--- config.mk ---
export PLATFORM = sky130hd
export DESIGN_NAME = posit_decode_flat
export DESIGN_NICKNAME = d
export VERILOG_FILES = /design/src/rtl/posit_pkg.sv /design/src/rtl/posit_decode_if.sv /design/src/rtl/posit_regime_count.sv /design/src/rtl/posit_decode.sv /design/src/flat_wrapper.sv
export SDC_FILE = /design/constraint.sdc
export NUM_CORES = 1
export LEC_CHECK = 0
export ABC_AREA = 1
export CORE_MARGIN = 5
export CORE_UTILIZATION = 50
export CTS_CLUSTER_DIAMETER = 50
export DETAILED_ROUTE_END_ITERATION = 10
export PLACE_DENSITY = 0.79
export SLEW_MARGIN = 10
export SYNTH_ARGS = -nofsm -noshare
export SYNTH_HDL_FRONTEND = slang
export SYNTH_SLANG_ARGS = --single-unit
--- constraint.sdc ---
create_clock -name clock -period 4.5 [get_ports clock]
set_input_delay 0.9 -clock clock [delete_from_list [all_inputs] [get_ports clock]]
set_output_delay 0.9 -clock clock [all_outputs]
set_load 0.005 [all_outputs]
--- src/rtl/posit_pkg.sv ---
// Shared sizing helpers and the unpacked posit record for the posit front end.
// The record is fixed at the default 8/1 geometry; it is the canonical unpacked view.
package posit_pkg;

    function automatic int getSignedExponentBits(input int width, input int es);
        return $clog2(((width - 2) << es) + 1) + 1;
    endfunction

    function automatic int getFractionBits(input int width, input int es);
        return width - 3 - es;
    endfunction

    localparam int UNPACKED_WIDTH = 8;
    localparam int UNPACKED_ES    = 1;
    localparam int UNPACKED_M     = getSignedExponentBits(UNPACKED_WIDTH, UNPACKED_ES);
    localparam int UNPACKED_F     = getFractionBits(UNPACKED_WIDTH, UNPACKED_ES);

    typedef struct packed {
        logic                  sign;
        logic                  isInf;
        logic                  isZero;
        logic [UNPACKED_M-1:0] exp;
        logic [UNPACKED_F-1:0] frac;
    } posit_unpacked_t;

endpackage

--- src/rtl/posit_decode_if.sv ---
// Compact posit in, unpacked fields out. Handshake: in_valid qualifies in_bits for one
// cycle with no backpressure; out_valid is in_valid delayed one cycle and qualifies out_*.
interface posit_decode_if #(
    parameter int WIDTH = 8,
    parameter int ES    = 1
);
    import posit_pkg::*;

    localparam int M = getSignedExponentBits(WIDTH, ES);
    localparam int F = getFractionBits(WIDTH, ES);

    logic             in_valid;
    logic [WIDTH-1:0] in_bits;
    logic             out_valid;
    logic             out_sign;
    logic             out_isZero;
    logic             out_isInf;
    logic [M-1:0]     out_exp;
    logic [F-1:0]     out_frac;

    modport master (
        output in_valid, in_bits,
        input  out_valid, out_sign, out_isZero, out_isInf, out_exp, out_frac
    );

    modport slave (
        input  in_valid, in_bits,
        output out_valid, out_sign, out_isZero, out_isInf, out_exp, out_frac
    );

endinterface

--- src/rtl/posit_regime_count.sv ---
// Leading-run counter: length of the run of bits equal to the MSB, and that MSB.
module posit_regime_count #(
    parameter int N  = 7,
    parameter int RW = $clog2(N + 1)
) (
    input  logic [N-1:0]  body,
    output logic [RW-1:0] run,
    output logic          polarity
);

    logic stop;

    always_comb begin
        polarity = body[N-1];
        run      = '0;
        stop     = 1'b0;
        for (int i = N - 1; i >= 0; i--) begin
            if (!stop) begin
                if (body[i] == polarity) begin
                    run = run + RW'(1);
                end else begin
                    stop = 1'b1;
                end
            end
        end
    end

endmodule

--- src/rtl/posit_decode.sv ---
// Posit decoder: combinational unpack of sign/regime/exponent/fraction, one register stage.
module posit_decode
    import posit_pkg::*;
#(
    parameter int WIDTH = 8,
    parameter int ES    = 1
) (
    input  logic          clock,
    input  logic          reset,
    posit_decode_if.slave bus
);

    localparam int N  = WIDTH - 1;
    localparam int M  = getSignedExponentBits(WIDTH, ES);
    localparam int F  = getFractionBits(WIDTH, ES);
    localparam int RW = $clog2(N + 1);

    logic          sign;
    logic [N-1:0]  low;
    logic [N-1:0]  body;
    logic [RW-1:0] run;
    logic          polarity;
    logic [RW:0]   shamt;
    logic [N-3:0]  field;
    logic [M-1:0]  run_m;
    logic [M-1:0]  k;
    logic [M-1:0]  e_m;
    logic [M-1:0]  scale;
    logic          is_zero;
    logic          is_inf;

    assign sign    = bus.in_bits[WIDTH-1];
    assign low     = bus.in_bits[N-1:0];
    assign body    = sign ? (~low + N'(1)) : low;
    assign is_zero = (bus.in_bits == '0);
    assign is_inf  = sign && (low == '0);

    posit_regime_count #(.N(N), .RW(RW)) u_regime (
        .body     (body),
        .run      (run),
        .polarity (polarity)
    );

    // Drop regime and terminator; what is left is e then fraction, MSB-aligned, zero-filled.
    assign shamt = {1'b0, run} + (RW + 1)'(1);
    assign field = (N - 2)'((body << shamt) >> 2);

    assign run_m = M'(run);
    assign k     = polarity ? (run_m - M'(1)) : (M'(0) - run_m);
    assign e_m   = M'(field >> F);
    assign scale = (k << ES) + e_m;

    always_ff @(posedge clock) begin
        if (reset) begin
            bus.out_valid  <= 1'b0;
            bus.out_sign   <= 1'b0;
            bus.out_isZero <= 1'b0;
            bus.out_isInf  <= 1'b0;
            bus.out_exp    <= '0;
            bus.out_frac   <= '0;
        end else begin
            bus.out_valid  <= bus.in_valid;
            bus.out_isZero <= is_zero;
            bus.out_isInf  <= is_inf;
            // Specials carry no numeric fields.
            if (is_zero || is_inf) begin
                bus.out_sign <= 1'b0;
                bus.out_exp  <= '0;
                bus.out_frac <= '0;
            end else begin
                bus.out_sign <= sign;
                bus.out_exp  <= scale;
                bus.out_frac <= field[F-1:0];
            end
        end
    end

endmodule

--- src/flat_wrapper.sv ---
// flat-port wrapper written by rule: the top's interface ports become plain ports
module posit_decode_flat import posit_pkg::*;
#(
    parameter int WIDTH = 8,
    parameter int ES    = 1
)
  (clock, reset, bus_in_valid, bus_in_bits, bus_out_valid, bus_out_sign, bus_out_isZero, bus_out_isInf, bus_out_exp, bus_out_frac);
  posit_decode_if #(.WIDTH(WIDTH), .ES(ES)) bus_i ();
  input  logic clock;
  input  logic reset;
  input wire logic [$bits(bus_i.in_valid)-1:0] bus_in_valid;
  input wire logic [$bits(bus_i.in_bits)-1:0] bus_in_bits;
  output wire logic [$bits(bus_i.out_valid)-1:0] bus_out_valid;
  output wire logic [$bits(bus_i.out_sign)-1:0] bus_out_sign;
  output wire logic [$bits(bus_i.out_isZero)-1:0] bus_out_isZero;
  output wire logic [$bits(bus_i.out_isInf)-1:0] bus_out_isInf;
  output wire logic [$bits(bus_i.out_exp)-1:0] bus_out_exp;
  output wire logic [$bits(bus_i.out_frac)-1:0] bus_out_frac;
  assign bus_i.in_valid = bus_in_valid;
  assign bus_i.in_bits = bus_in_bits;
  assign bus_out_valid = bus_i.out_valid;
  assign bus_out_sign = bus_i.out_sign;
  assign bus_out_isZero = bus_i.out_isZero;
  assign bus_out_isInf = bus_i.out_isInf;
  assign bus_out_exp = bus_i.out_exp;
  assign bus_out_frac = bus_i.out_frac;
  posit_decode #(.WIDTH(WIDTH), .ES(ES)) u_core (.clock(clock), .reset(reset), .bus(bus_i));
endmodule
# Yosys cells after proc, flatten, opt, wreduce, memory -nomap -nowiden
# Index checks and enable logic that the tools add are counted.
[word_totals]
ff_bits = 13
inputBits = 11
out_inout_bits = 13
wordCells = 51
[classes]
addsub = 10
eq_ne = 6
shifts = 1
n_mux = 22
bitwise = 1
reduce_logical = 5
[op_table]
columns = ["op", "n"]
rows = [
  ["$mux 3", 10],
  ["$add 3x1->3 const B", 5],
  ["$mux 1", 9],
  ["$logic_not 8->1", 1],
  ["$add 7x1->7 const B", 1],
  ["$logic_not 7->1", 1],
  ["$mux 7", 1],
  ["$not 7->7", 1],
  ["$shl 7x4->7", 1],
  ["$eq 1x1->1", 6],
  ["$add 5x1->5", 1],
  ["$add 3x1->4 const B", 1],
  ["$mux 4", 1],
  ["$sub 1x3->4 const A", 1],
  ["$sub 3x1->4 const B", 1],
  ["$mux 2", 1],
  ["$reduce_or 2->1", 1],
  ["$logic_and 1x1->1", 1],
  ["$logic_or 1x1->1", 1],
]

# Logic depth before layout (Yosys ltp)
[depth]
depth_word = 23
ltp_mapped = 20
mapped_depth_nobuf = 20

# By module
# From an unflattened synthesis, not the netlist that was laid out.
[unflattened]
hier_cells = 159
hier_area_um2 = 1054.8
[by_module_without_submodules]
columns = ["mod", "n_inst", "cells_per_inst", "area_each_um2", "seq_area_each_um2"]
rows = [
  ["posit_decode", 1, 126, 838.3, 260.2],
  ["posit_regime_count", 1, 33, 216.5, 0.0],
]

# Least setup slack after synthesis
# OpenSTA, ideal clock, no wires.
[synth_timing]
kind = "input to register"
start = "input bus_in_bits[0]"
end = "register u_core.bus.out_exp[0]"
setup_time_ns = 0.059
t_arrival_ns = 3.054
required_ns = 4.441
slack_ns = 1.388
cell_stages = 18
path_buffers = 1
path_cell_list = "inv_1 ha_1 nand3_2 nand2_1 nand2_2 nand2_4 buf_6 nand3_1 o21ai_2 nand4_2 nand2_4 inv_4 ha_1 xor2_1 nand2_1 a21oi_2 nand3_1 nand2_1"
[synth_via]
elab_chain_cells = 23
elab_cells_between_ends = 42
cone_classes = "add/sub (8); eq/ne (6); shift (1); mux (21); bitwise (1); reduce/logical (5)"
[synth_rtl]
columns = ["element", "line_no", "source"]
rows = [
  ["start, declared", "flat_wrapper.sv:12", "input wire logic [$bits(bus_i.in_bits)-1:0] bus_in_bits;"],
  ["$not 7->7", "posit_decode.sv:34", "assign body = sign ? (~low + N'(1)) : low;"],
  ["$add 7x1->7", "posit_decode.sv:34", ""],
  ["$mux 7", "posit_decode.sv:34", ""],
  ["$eq 1x1->1", "posit_regime_count.sv:19", "if (body[i] == polarity) begin"],
  ["$mux 2", "posit_regime_count.sv:19", ""],
  ["$add 3x1->3", "posit_regime_count.sv:20", "run = run + RW'(1);"],
  ["$mux 3", "posit_regime_count.sv:19", ""],
  ["$mux 3", "posit_regime_count.sv:18", "if (!stop) begin"],
  ["[7 not listed]", "n/a", ""],
  ["$mux 3", "posit_regime_count.sv:19", ""],
  ["$mux 3", "posit_regime_count.sv:18", ""],
  ["$add 3x1->3", "posit_regime_count.sv:20", ""],
  ["$mux 3", "posit_regime_count.sv:19", ""],
  ["$mux 3", "posit_regime_count.sv:18", ""],
  ["$add 3x1->4", "posit_decode.sv:45", "assign shamt = {1'b0, run} + (RW + 1)'(1);"],
  ["$shl 7x4->7", "posit_decode.sv:46", "assign field = (N - 2)'((body << shamt) >> 2);"],
  ["$add 5x1->5", "posit_decode.sv:51", "assign scale = (k << ES) + e_m;"],
  ["end signal, assigned", "posit_decode.sv:72", "bus.out_exp <= scale;"],
  ["end, declared", "posit_decode_if.sv:28", "output out_valid, out_sign, out_isZero, out_isInf, out_exp, out_frac"],
]
# Parallel ways exist; a longest one is shown, timed or not.
# A chain may end at the register's enable or synchronous reset.

# Final worst setup path
[layout_timing]
start = "input bus_in_bits[0]"
end = "register u_core.bus.out_frac[1]"
[layout_via]
elab_chain_cells = 22
elab_cells_between_ends = 41
cone_classes = "add/sub (7); eq/ne (6); shift (1); mux (21); bitwise (1); reduce/logical (5)"
[layout_rtl]
columns = ["element", "line_no", "source"]
rows = [
  ["$not 7->7", "posit_decode.sv:34", ""],
  ["$add 7x1->7", "posit_decode.sv:34", ""],
  ["$mux 7", "posit_decode.sv:34", ""],
  ["$eq 1x1->1", "posit_regime_count.sv:19", ""],
  ["$mux 2", "posit_regime_count.sv:19", ""],
  ["$add 3x1->3", "posit_regime_count.sv:20", ""],
  ["$mux 3", "posit_regime_count.sv:19", ""],
  ["$mux 3", "posit_regime_count.sv:18", ""],
  ["[6 not listed]", "n/a", ""],
  ["$add 3x1->3", "posit_regime_count.sv:20", ""],
  ["$mux 3", "posit_regime_count.sv:19", ""],
  ["$mux 3", "posit_regime_count.sv:18", ""],
  ["$add 3x1->3", "posit_regime_count.sv:20", ""],
  ["$mux 3", "posit_regime_count.sv:19", ""],
  ["$mux 3", "posit_regime_count.sv:18", ""],
  ["$add 3x1->4", "posit_decode.sv:45", ""],
  ["$shl 7x4->7", "posit_decode.sv:46", ""],
  ["end signal, assigned", "posit_decode.sv:73", "bus.out_frac <= field[F-1:0];"],
  ["end, declared", "posit_decode_if.sv:28", ""],
]
# Parallel ways exist; a longest one is shown, timed or not.

==> impl.org <==
** Run status
- The flow ran to the end, and the final reports show no timing, DRC or antenna violations.

** Die
- The initial utilization of the core area, before any placement, comes to 0.516.
- Number of standard-cell rows in the floorplan :: 16
- Area of the die :: 0.00298 mm²
- 24 I/O pins were placed.
- Die height :: 54.5 µm
- Floorplan Core Area :: around 0.0019 mm²
- Horizontal extent of the die :: 54.5 µm

** GRT
- In the global route stage, overall resource usage came out at 0.180.
- The first global-routing pass estimated 3940 µm of wire.
- Maximum number of pins on one net before global-route repair :: 17
- Aggregate global routing overflow :: 0
- The via count of the first global-routing pass was 979.
- The initial antenna violation count was 0.

** Clocking
- Once the clock tree was built, the setup fixing pass inserted 0 buffers.
- Maximum level of the CTS H-tree :: 1
- Cell at the root of the clock tree :: sky130_fd_sc_hd__clkbuf_4
- TritonCTS built the clock tree.
- Number of clock sinks :: 13
- Post-cts repair resize count :: 0
- Hold-fix buffer count after cts :: 0
- Counting along the longest clock path gives a buffer depth of 2.
- Number of buffers created by CTS :: 3
- CTS clock-pin slew for the worst setup and hold paths :: 0.07 ns

** STA
- For the pin with the worst max-slew slack, the measured transition is 0.425 ns.
- Number of max-slew violations in the final report :: 0
- Setup repair after global routing missed its margin :: no
- Post-route clock period utilization :: 0.859
- The worst pin sits at a relative slew slack of 0.716.
- Count of final setup violators :: 0
- Post-layout min period :: 3.86 ns
- Final hold slack :: roughly 1.2 ns
- Timing would allow up to 259 MHz.
- Number of hold violations in the final report :: 0
- Adding up every negative setup slack in the final design gives 0 ns.

** Route
- For this block, the initial DRC count from the detailed router was 15.
- The first detailed-routing pass ran for 4 iterations.
- Dividing the detail-routed via count by the number of cells gives 4.98.
- Remaining antenna violation count :: 0
- Detailed-route wire length :: ~2200 µm
- Detailed routing inserted a total of 1015 vias.
- Wire length per cell :: 10.8 µm
- Count of unresolved DRC violations after routing :: 0

** Critical path
- The setup path with the least slack is of type in -> reg.
- Arrival @ worst endpoint :: 4.07 ns
- Termination of the worst setup path :: u_core.bus.out_frac[1]
- In this run the worst path has a maximum fanout of 16.
- Largest incremental delay on the critical path :: 0.55 ns
- Required time of the worst setup path :: between 4 and 5 ns
- CP endpoint kind :: flip-flop
- For this design, the slowest cell found on the critical path is sky130_fd_sc_hd__clkdlybuf4s50_1.
- Timing startpoint of the critical path :: bus_in_bits[0]
- The signal on the critical path passes through clkdlybuf4s50_1, inv_1, ha_1, nand3_2, nand3_2, nand2_4, inv_2, nand2_1, nand2_2, nor2_4, nand4_2, nand2_4, inv_4, ha_1, xor2_1, nand2_1, a21oi_2, inv_2, a21oi_2.
- STA classifies the critical path startpoint as an input pin.

** Cells and area
- The number of antenna diodes in the final layout is 0.
- Post-layout nets :: 192
- Area growth from synthesis to final layout :: 27.4%
- Proportion of layout cells with a drive suffix above 1 :: 0.175

** Job
- The tool flagged a number of max-cap violations equal to 0.

** Pwr
- PD cells :: between 300 and 400 mW/mm²
- VDD sags by at most between 0.00015 and 0.0002 V.
- Leakage :: 0.000587 µW

** Yosys
- Post-synth EDFFs :: 0
- Post-synth ARST share :: 0
- After synthesis, the most frequently instantiated cells are sky130_fd_sc_hd__nand2_1, sky130_fd_sc_hd__nand3_1, sky130_fd_sc_hd__inv_1.
- After synthesis, the mean cell area works out to about 6.5 µm².
- The synthesized design spends more area on one cell type than any other, namely sky130_fd_sc_hd__dfxtp_1.
- Ys Warns :: 0
- Number of standard cells after synthesis :: 152
- The synthesized design contains 13 register bits.
- Fraction of post-synthesis cell area in the top cell type by area :: 0.262
- After synthesis, the netlist uses 28 different library cells.
- When the netlist entered floorplanning its net count stood at 166.
- Dominant register cell in the synthesized netlist :: sky130_fd_sc_hd__dfxtp_1
- For this run, the register share of the synthesized area comes to 0.262.
- Most area-consuming cells after synthesis :: sky130_fd_sc_hd__dfxtp_1, sky130_fd_sc_hd__nand2_1, sky130_fd_sc_hd__nand3_1
- Netlist area before placement :: 992 µm²
- Most common cell in the netlist :: sky130_fd_sc_hd__nand2_1

** Placed design
- Once detailed placement completed, the half-perimeter wirelength came to roughly 1900 µm.
- Input and output buffers added on the ports amount to 23.
- At the end of routability-driven placement, the weighted congestion stood at 0.904.

** Min path
- In this run the worst hold path is classified as in -> reg.
## routing by layer
layer / GRT usage / vias to the layer above / wire length (µm)
met5: 0 / - / 0
met1: 0.209 / 440 / 983
met2: 0.309 / 30 / 1080
met4: 0.0871 / 0 / 17
met3: 0.0381 / 2 / 125
li1: - / 543 / -
## placed cells by master (no fill, tap or decap), drive strengths merged
cell,netlist,layout
nand2,50,50
clkdlybuf4s50,0,23
inv,21,21
nand3,20,20
nor2,14,14
dfxtp,13,13
o21ai,10,10
a21oi,7,7
clkbuf,0,4
ha,3,3
nand4,3,3
nand3b,2,2
nor3,2,2
o211ai,2,2
xor2,2,2
a31oi,1,1
## kinds of logic after synthesis
group                      count (synthesis)  synth area share
AOI/OAI and AO/OA                         20             0.122
and+or+nand+nor                           91             0.451
buffers and inverters                     23             0.101
adders and majority gates                  3            0.0378
xor gates and xnor gates                   2            0.0252
DFF                                       13             0.262
## power by group
| part | leakage, µW | switching [µW] | internal [µW] |
|---|---|---|---|
| registers | 0.000107 | 3.73 | 133 |
| logic | 0.000465 | 113 | 86.7 |
| clock network | 0.0000150 | 32.3 | 34.3 |
| total | 0.000587 | 149 | 254 |
## critical path: cells and delay by family
family | cells | cell delay (ns)
xor gates and xnor gates | 1 | 0.30
AOI/OAI and AO/OA | 2 | 0.30
adders and majority gates | 2 | 0.49
buffers and inverters | 5 | 0.90
and+or+nand+nor | 9 | 1.16
## worst min-delay path by stage
stage / cells past startpoint / to / start
final: 3 / u_core.bus.out_valid / bus_in_valid
after global routing: 3 / u_core.bus.out_valid / bus_in_valid
after CTS: 3 / u_core.bus.out_valid / bus_in_valid
after detailed placement: 3 / u_core.bus.out_valid / bus_in_valid
after global placement: 3 / u_core.bus.out_valid / bus_in_valid
after floorplan: 1 / u_core.bus.out_valid / reset
## per-stage QoR
stage	cells	worst slack (ns)	instance area, µm²	util	total power (µW)
global placement	200	0.482	1240	0.644	334
detailed placement	200	0.405	1240	0.644	337
global route	204	0.385	1260	0.658	441
CTS	204	0.668	1260	0.658	404
floorplan	152	1.39	992	-	268
finish	204	0.635	1260	0.658	402
## registers in the layout, indices dropped and copies added (netlist names)
| signal | cells |
|---|---|
| u_core.bus.out_valid | 1 |
| u_core.bus.out_exp | 5 |
| u_core.bus.out_sign | 1 |
| u_core.bus.out_isInf | 1 |
| u_core.bus.out_frac | 4 |
| u_core.bus.out_isZero | 1 |
## layout make-up
class	instances	area (µm²)
inverters	21	81.3
clock buffers	4	26.3
multi-input cells	116	632
flip-flops and latches	13	260
fillers	189	658
repair buffers	23	230
well taps	27	33.8
Note: power is estimated with default switching activity, not from simulation.
